$ cat src/rtl/image_pkg.sv
// Shared frame geometry and writer state encoding. The VGA read side imports
// this package too, so both ends of the image RAM agree on the frame layout.
package image_pkg;

  localparam int IMG_W      = 100;
  localparam int IMG_H      = 100;
  localparam int ADDR_W     = 14;
  localparam int DATA_W     = 8;
  localparam int IMG_PIXELS = IMG_W * IMG_H;

  typedef enum logic [1:0] {
    IDLE,
    WRITE,
    DONE
  } state_t;

  // Counter width able to hold 0..n-1, never narrower than one bit.
  function automatic int cnt_w(input int n);
    return (n > 1) ? $clog2(n) : 1;
  endfunction

endpackage

$ cat src/rtl/image_writer_if.sv
// Pixel stream in, RAM write port out. The writer connects through the slave
// modport; the source/display/RAM side connects through the master modport.
interface image_writer_if #(
  parameter int ADDR_W = image_pkg::ADDR_W,
  parameter int DATA_W = image_pkg::DATA_W
);

  logic              pix_valid;
  logic [DATA_W-1:0] pix_data;
  logic              pix_ready;
  logic              wr_allow;
  logic              mem_we;
  logic [ADDR_W-1:0] mem_addr;
  logic [DATA_W-1:0] mem_wdata;

  modport slave (
    input  pix_valid, pix_data, wr_allow,
    output pix_ready, mem_we, mem_addr, mem_wdata
  );

  modport master (
    output pix_valid, pix_data, wr_allow,
    input  pix_ready, mem_we, mem_addr, mem_wdata
  );

endinterface

$ cat src/rtl/raster_counter.sv
// Raster-order column/row/linear-address counter with a last-pixel flag.
// The linear address steps by one per pixel, so no multiplier is needed.
module raster_counter
  import image_pkg::*;
#(
  parameter int W      = IMG_W,
  parameter int H      = IMG_H,
  parameter int ADDR_W = image_pkg::ADDR_W
) (
  input  logic              clk,
  input  logic              rst,
  input  logic              clr,
  input  logic              inc,
  output logic [ADDR_W-1:0] addr,
  output logic              last
);

  localparam int CW = cnt_w(W);
  localparam int RW = cnt_w(H);

  logic [CW-1:0] col;
  logic [RW-1:0] row;

  assign last = (col == CW'(W - 1)) && (row == RW'(H - 1));

  // NOTE: state registers use non-blocking assignments so every register in
  // this clock edge sees the pre-edge values of the others.
  always_ff @(posedge clk) begin
    if (rst || clr) begin
      col  <= '0;
      row  <= '0;
      addr <= '0;
    end else if (inc) begin
      if (last) begin
        // Wrap to the origin so the counters never pass the final pixel.
        col  <= '0;
        row  <= '0;
        addr <= '0;
      end else if (col == CW'(W - 1)) begin
        col  <= '0;
        row  <= row + 1'b1;
        addr <= addr + 1'b1;
      end else begin
        col  <= col + 1'b1;
        addr <= addr + 1'b1;
      end
    end
  end

endmodule

$ cat src/rtl/image_writer.sv
// Writes a raster-ordered pixel stream into the frame RAM, only while the
// display grants access, with a one-cycle registered write port.
module image_writer
  import image_pkg::*;
#(
  parameter int IMG_W  = image_pkg::IMG_W,
  parameter int IMG_H  = image_pkg::IMG_H,
  parameter int ADDR_W = image_pkg::ADDR_W,
  parameter int DATA_W = image_pkg::DATA_W
) (
  input  logic           clk,
  input  logic           rst,
  input  logic           start,
  image_writer_if.slave  bus,
  output logic           busy,
  output logic           frame_done,
  output logic           err_abort
);

  state_t            state;
  state_t            state_next;
  logic              accept;
  logic              last;
  logic [ADDR_W-1:0] addr;

  assign accept = bus.pix_valid && bus.pix_ready;

  // Any start rewinds to address 0; in WRITE it also flags the abort.
  raster_counter #(
    .W      (IMG_W),
    .H      (IMG_H),
    .ADDR_W (ADDR_W)
  ) u_raster (
    .clk  (clk),
    .rst  (rst),
    .clr  (start),
    .inc  (accept),
    .addr (addr),
    .last (last)
  );

  always_ff @(posedge clk) begin
    if (rst) state <= IDLE;
    else     state <= state_next;
  end

  // NOTE: every combinational output gets a default first, so no path leaves
  // it unassigned and no latch is inferred.
  always_comb begin
    state_next = state;
    case (state)
      IDLE:    if (start) state_next = WRITE;
      WRITE:   if (!start && accept && last) state_next = DONE;
      DONE:    state_next = start ? WRITE : IDLE;
      default: state_next = IDLE;
    endcase
  end

  always_comb begin
    bus.pix_ready = (state == WRITE) && bus.wr_allow && !start;
    busy          = (state != IDLE);
    frame_done    = (state == DONE);
  end

  // A write registered in the same cycle as rst is intentionally dropped.
  always_ff @(posedge clk) begin
    if (rst) begin
      bus.mem_we    <= 1'b0;
      bus.mem_addr  <= '0;
      bus.mem_wdata <= '0;
      err_abort     <= 1'b0;
    end else begin
      bus.mem_we <= accept;
      if (accept) begin
        bus.mem_addr  <= addr;
        bus.mem_wdata <= bus.pix_data;
      end
      if (start && (state == WRITE)) err_abort <= 1'b1;
    end
  end

endmodule
$ cat src/flat_wrapper.sv
// flat-port wrapper written by rule: the top's interface ports become plain ports
module image_writer_flat import image_pkg::*;
#(
  parameter int IMG_W  = image_pkg::IMG_W,
  parameter int IMG_H  = image_pkg::IMG_H,
  parameter int ADDR_W = image_pkg::ADDR_W,
  parameter int DATA_W = image_pkg::DATA_W
)
  (clk, rst, start, busy, frame_done, err_abort, bus_pix_valid, bus_pix_data, bus_wr_allow, bus_pix_ready, bus_mem_we, bus_mem_addr, bus_mem_wdata);
  image_writer_if #(.ADDR_W(ADDR_W), .DATA_W(DATA_W)) bus_i ();
  input  logic clk;
  input  logic rst;
  input  logic start;
  output logic busy;
  output logic frame_done;
  output logic err_abort;
  input wire logic [$bits(bus_i.pix_valid)-1:0] bus_pix_valid;
  input wire logic [$bits(bus_i.pix_data)-1:0] bus_pix_data;
  input wire logic [$bits(bus_i.wr_allow)-1:0] bus_wr_allow;
  output wire logic [$bits(bus_i.pix_ready)-1:0] bus_pix_ready;
  output wire logic [$bits(bus_i.mem_we)-1:0] bus_mem_we;
  output wire logic [$bits(bus_i.mem_addr)-1:0] bus_mem_addr;
  output wire logic [$bits(bus_i.mem_wdata)-1:0] bus_mem_wdata;
  assign bus_i.pix_valid = bus_pix_valid;
  assign bus_i.pix_data = bus_pix_data;
  assign bus_i.wr_allow = bus_wr_allow;
  assign bus_pix_ready = bus_i.pix_ready;
  assign bus_mem_we = bus_i.mem_we;
  assign bus_mem_addr = bus_i.mem_addr;
  assign bus_mem_wdata = bus_i.mem_wdata;
  image_writer #(.IMG_W(IMG_W), .IMG_H(IMG_H), .ADDR_W(ADDR_W), .DATA_W(DATA_W)) u_core (.clk(clk), .rst(rst), .start(start), .bus(bus_i), .busy(busy), .frame_done(frame_done), .err_abort(err_abort));
endmodule
$ cat config.mk
export PLATFORM = sky130hd
export DESIGN_NAME = image_writer_flat
export DESIGN_NICKNAME = d
export VERILOG_FILES = /design/src/rtl/image_pkg.sv /design/src/rtl/image_writer_if.sv /design/src/rtl/raster_counter.sv /design/src/rtl/image_writer.sv /design/src/flat_wrapper.sv
export SDC_FILE = /design/constraint.sdc
export NUM_CORES = 1
export LEC_CHECK = 0
export CAP_MARGIN = 20
export CORE_UTILIZATION = 55
export CTS_BUF_LIST = sky130_fd_sc_hd__clkbuf_8 sky130_fd_sc_hd__clkbuf_16
export CTS_CLUSTER_SIZE = 28
export DETAILED_ROUTE_END_ITERATION = 10
export PLACE_DENSITY = 0.83
export SYNTH_ARGS = -nofsm -noshare
export SYNTH_HDL_FRONTEND = slang
export SYNTH_SLANG_ARGS = --single-unit
$ cat constraint.sdc
create_clock -name clk -period 3.4 [get_ports clk]
set_input_delay 0.34 -clock clk [delete_from_list [all_inputs] [get_ports clk]]
set_output_delay 0.34 -clock clk [all_outputs]
set_load 0.1 [all_outputs]
# Word-level counts from Yosys, hierarchy flattened
# Index checks and enable logic that the tools add are counted.
dict set report word_totals {
  register_bits 54
  input_bits 13
  output_inout_bits 27
  wordCells 40
}
dict set report classes {
  add_sub_neg 3
  n_eq_ne 6
  mux 9
  reduce_logical 14
}
# operator n
set op_table {}
lappend op_table {{two-way mux 7 bit} 4}
lappend op_table {{adder 14 x 1 -> 14 bit, second input constant} 1}
lappend op_table {{adder 7 x 1 -> 7 bit, second input constant} 2}
lappend op_table {{equality test 7 bit, second input constant} 2}
lappend op_table {{two-way mux 14 bit} 1}
lappend op_table {{logical AND 1 bit} 7}
lappend op_table {{one-hot mux 2 bit (3 select lines)} 1}
lappend op_table {{two-way mux 2 bit} 2}
lappend op_table {{AND reduction 2 bit} 2}
lappend op_table {{nonzero test 2 bit} 2}
lappend op_table {{equality test 2 x 1 -> 1 bit, second input constant} 1}
lappend op_table {{equality test 2 bit, second input constant} 1}
lappend op_table {{zero test 2 bit} 1}
lappend op_table {{inequality test 2 x 1 -> 1 bit, second input constant} 1}
lappend op_table {{inequality test 2 bit, second input constant} 1}
lappend op_table {{zero test 1 bit} 1}
lappend op_table {{logical OR 1 bit} 1}
lappend op_table {{two-way mux 1 bit} 1}

# Longest topological paths before layout
dict set report logic_depth {
  ltp_word 8
  ltp_mapped 7
  ltp_nobuf 5
}

# Hierarchy
# From an unflattened synthesis, not the netlist that was laid out.
dict set report unflattened {
  cells_unflattened 264
  area_unflattened_um2 2444.8
}
# module n_inst cells_per_inst area_per_inst_um2 seq_area_each_um2
set modules_own_cells {}
lappend modules_own_cells {raster_counter 1 146 1288.7 560.5}
lappend modules_own_cells {image_writer 1 118 1156.1 520.5}

# Worst setup path before layout
# OpenSTA, ideal clock, no wires.
dict set report synth_timing {
  path_type {input -> register}
  start {input start}
  end {register u_core.u_raster.addr[2]}
  setup_ns 0.115
  arrival_ns 2.210
  required_time_ns 3.285
  slack_ns 1.076
  path_stages 7
  n_path_buf 2
  cell_sequence {nand4bb_1 clkbuf_2 inv_1 nand2_1 o21ai_2 buf_4 nor2_1}
}
dict set report synth_via {
  elab_chain_len 3
  elab_cells_between_ends 4
  classes_between {4 x reduce/logical}
}
# item line_no
set synth_lines {}
lappend synth_lines {{start: declaration} flat_wrapper.sv:13} ;# input logic start;
lappend synth_lines {{zero test 1 bit} image_writer.sv:60} ;# bus.pix_ready = (state == WRITE) && bus.wr_allow && !start;
lappend synth_lines {{logical AND 1 bit} image_writer.sv:60}
lappend synth_lines {{via bus_pix_ready} flat_wrapper.sv:20} ;# output wire logic [$bits(bus_i.pix_ready)-1:0] bus_pix_ready;
lappend synth_lines {{logical AND 1 bit} image_writer.sv:26} ;# assign accept = bus.pix_valid && bus.pix_ready;
lappend synth_lines {{end signal: assignment} raster_counter.sv:42} ;# addr <= addr + 1'b1;
lappend synth_lines {{end signal: assignment} raster_counter.sv:45} ;# addr <= addr + 1'b1;
lappend synth_lines {{end: declaration} raster_counter.sv:14} ;# output logic [ADDR_W-1:0] addr,
# The timed path passes the listed nets, and every way through them passes these cells.
# A chain may end at the register's enable or synchronous reset.

# Worst setup path in the final report
dict set report layout_timing {
  start {register u_core.u_raster.row[2]}
  end {register u_core.u_raster.row[2]}
}
dict set report layout_via {
  elab_chain_len 4
  elab_cells_between_ends 7
  classes_between {1 x add/sub; 1 x eq/ne; 2 x mux; 3 x reduce/logical}
}
# item line_no
set layout_lines {}
lappend layout_lines {{start: declaration} raster_counter.sv:22} ;# logic [RW-1:0] row;
lappend layout_lines {{start signal: assignment} raster_counter.sv:41} ;# row <= row + 1'b1;
lappend layout_lines {{branches (longest 4 deep; another with adder 7 x 1 -> 7 bit)} --}
# Several ways; the timed one is not identified. The select of a mux whose other input is x is not followed.

==> flow_metrics.py <==
metrics = {
    "layout": {
        "final_util_pct": 73.29,
        "multiInputGateArea_sq_um": 1069,
        "seq_area_sq_um": 1081,
        "mostFrequentLayoutCells": "nand2_1, dfxtp_1, clkdlybuf4s50_1, a21oi_1, nor2_1",
        "nNetsFinal": 324,
        "area_delta_synth_final_pct": 23.27,
        "layout-drive-gt1-share_pct": 8.091,
        "final_common_cell": "nand2_1",
        "final_area_sq_um": 2764,
        "diodes": 0,
        "fillers": 302,
        "stdcell_count": 357,
    },
    "sta": {
        "min_period_over_period_pct": 72.69,
        "fin_ws_ps": 928.4,
        "holdWs_ps": 456.3,
        "rsz0062_at_grt": "false",
        "hold_viol": 0,
        "period_needed_ps": 2472,
        "slew_headroom_pct": 34.74,
        "worst_slew_pin_slew_ps": 975.8,
        "setup_violations": 0,
        "fin_worst_skew_ps": 6.796,
        "max_freq_ghz": 0.4046,
        "fin_tns_setup_ps": 0,
        "slew_viol_final": 0,
    },
    "logic_synthesis": {
        "avgSynthCellArea_sq_um": 8.304,
        "seq_area_frac_synth_pct": 48.21,
        "ys_warn_count": 0,
        "synth_seq_cells": 54,
        "synth_fp_nets": 286,
        "synth_cell_type_count": 36,
        "syn_inst": 270,
        "synth_area_sq_um": 2242,
    },
    "die": {
        "die_y_um": 65.85,
        "die_w_um": 65.85,
        "start_util_pct": 59.46,
        "core_sq_um": 3771,
        "dieArea_sq_um": 4336,
        "ios": 40,
        "num_rows": 22,
    },
    "critical_path": {
        "crit_slowest_cell": "or4b_2",
        "crit_path_max_incr_delay_ps": 690,
        "path_depth": 4,
        "worstReg2RegEnd": "u_core.u_raster.row[2]",
        "path_buf_inv": 0,
        "path_cells": "or4b_2 -> or4_4 -> o21ai_2 -> nor2_1",
        "crit_fanout": 17,
        "crit_path_end_kind": "flop",
        "path_class": "reg -> reg",
        "r2r-start": "u_core.u_raster.row[2]",
        "critPathRequiredTime_ps": 3560,
        "worst_ep_arrival_time_ps": 2630,
        "r2r_cells": 4,
        "r2r_slack_ps": 930,
        "path_delay_family": "simple AND/OR/NAND/NOR gates",
        "worst_setup_path_start_kind": "flop",
    },
    "placed_design": {
        "dpl_worst_slack_ps": 668.4,
        "dp_cells": 349,
        "gp_congestion": 0.8933,
        "io_buffers": 39,
        "dpl.hpwl_um": 2987,
        "place_area_sq_um": 2669,
    },
    "grt": {
        "grt_usage_pct": 21.50,
        "grt_antenna_before_repair": 0,
        "grt_pass1_wl_um": 7300,
        "grt_max_degree": 27,
        "grt_pass1_vias": 1659,
        "grt_overflow": 0,
    },
    "power": {
        "p_per_area_nw_per_um2": 390.6,
        "ir_drop_v": 0.0004152,
        "total_power_mw": 1.080,
        "p_leak_nw": 0.8641,
    },
    "outcome": {
        "outcome": "finished clean",
    },
    "drt": {
        "met3_length_um": 158,
        "ant_nets": 0,
        "routedWlPerCell_um": 11.94,
        "drcViolationCount": 0,
        "dr_wl_met2_um": 1931,
        "routed.top_layer": "met4",
        "vias": 1874,
        "wl_met1_um": 2125,
        "firstDrtPassIters": 4,
        "drt-total-wl_um": 4263,
        "drtIter0Drc": 99,
        "vias_per_cell": 5.249,
    },
    "clock_tree": {
        "ctsHoldBuffers": 0,
        "cts_max_path_buffers": 2,
        "cts_buffers": 5,
        "cts_sinks": 54,
        "clkTransAtPathRegs_ps": 90,
        "post_cts_resize_count": 0,
        "cts-root-buf": "clkbuf_8",
        "clkLatencyLatePin_ps": 300,
        "cts-htree-levels": 2,
        "cts_tree": "yes",
        "post_cts_buffers": 0,
    },
    "worst_hold_path": {
        "hold_class": "reg -> reg",
        "min_from": "u_core.bus.mem_addr[6]",
        "min_to": "u_core.bus.mem_addr[6]",
        "hold_depth": 2,
    },
    "run": {
        "maxCapViolCount": 0,
    },
}
## report_power, final
| group | leakage (nW) | internal, mW | switching [mW] |
|---|---|---|---|
| clock network | 0.0472 | 0.164 | 0.197 |
| registers | 0.435 | 0.635 | 0.00270 |
| logic | 0.382 | 0.0266 | 0.0537 |
## worst max-delay path by stage
stage / endpoint / slack (ps) / from
2_1_floorplan: u_core.u_raster.addr[2] / 1080 / start
3_3_place_gp: u_core.u_raster.addr[12] / 750 / start
3_5_place_dp: u_core.u_raster.addr[12] / 670 / start
4_1_cts: u_core.u_raster.row[2] / 940 / u_core.u_raster.row[2]
5_1_grt: u_core.u_raster.row[2] / 870 / u_core.u_raster.row[2]
6_report: u_core.u_raster.row[2] / 930 / u_core.u_raster.row[2]
## kinds of logic (layout without fill, tap and decap cells)
kind of cell	after synthesis	after routing	synth area share, %
simple gates	132	132	27.96
flops	54	54	48.21
compound gates	39	39	9.710
buf+inv	21	60	4.130
xor+xnor	19	19	7.422
fa+ha+maj	3	3	1.674
mux	2	2	0.8929
## registers in the layout, indices dropped and copies added (netlist names)
| register | count |
|---|---|
| u_core.u_raster.row | 7 |
| u_core.u_raster.addr | 14 |
| u_core.bus.mem_wdata | 8 |
| u_core.bus.mem_addr | 14 |
| u_core.bus.mem_we | 1 |
| u_core.u_raster.col | 7 |
| u_core.state | 2 |
| u_core.err_abort | 1 |
## metal layers
layer	global-route usage (%)	up-vias
met3	4.828	4
met5	0	-
met1	29.70	841
li1	-	994
met4	5.707	0
met2	33.55	35
## tightest hold or removal path: cells and delay by family, from the launching register on
| family | cells | cell delay [ps] |
|---|---|---|
| AO/OA/AOI/OAI | 1 | 50 |
| flip-flops | 1 | 320 |
| AND/OR/NAND/NOR | 1 | 50 |
## cells in the mapped netlist, drive strengths merged
cell type   n  area share, %
a21oi      30            6.7
a31o        1           0.39
a31oi       1           0.28
and4        1           0.39
buf         5            1.4
clkbuf      9            1.6
dfxtp      54             48
ha          3            1.7
inv         7            1.2
mux2i       2           0.89
nand2      59            9.9
nand2b      1           0.28
nand3       7            1.6
nand3b      1           0.33
nand4       9            2.5
nand4bb     1           0.50
nor2       29            4.9
nor3        6            1.3
nor4        7            2.0
o211ai      1           0.33
o21ai       2           0.61
o21bai      1           0.33
o221ai      1           0.39
o31ai       2           0.67
or2         3           0.84
or4         5            2.0
or4b        3            1.5
xnor2      16            6.2
xor2        3            1.2
## final cells by class
type | count | share of cell area [%]
clock inverters | 2 | 0.4527
clock buffers | 6 | 2.988
well taps | 48 | 2.173
multi-input cells | 195 | 38.66
flip-flops and latches | 54 | 39.11
repair buffers | 45 | 15.66
inverters | 7 | 0.9507
Power figures use the tool's default switching activity.
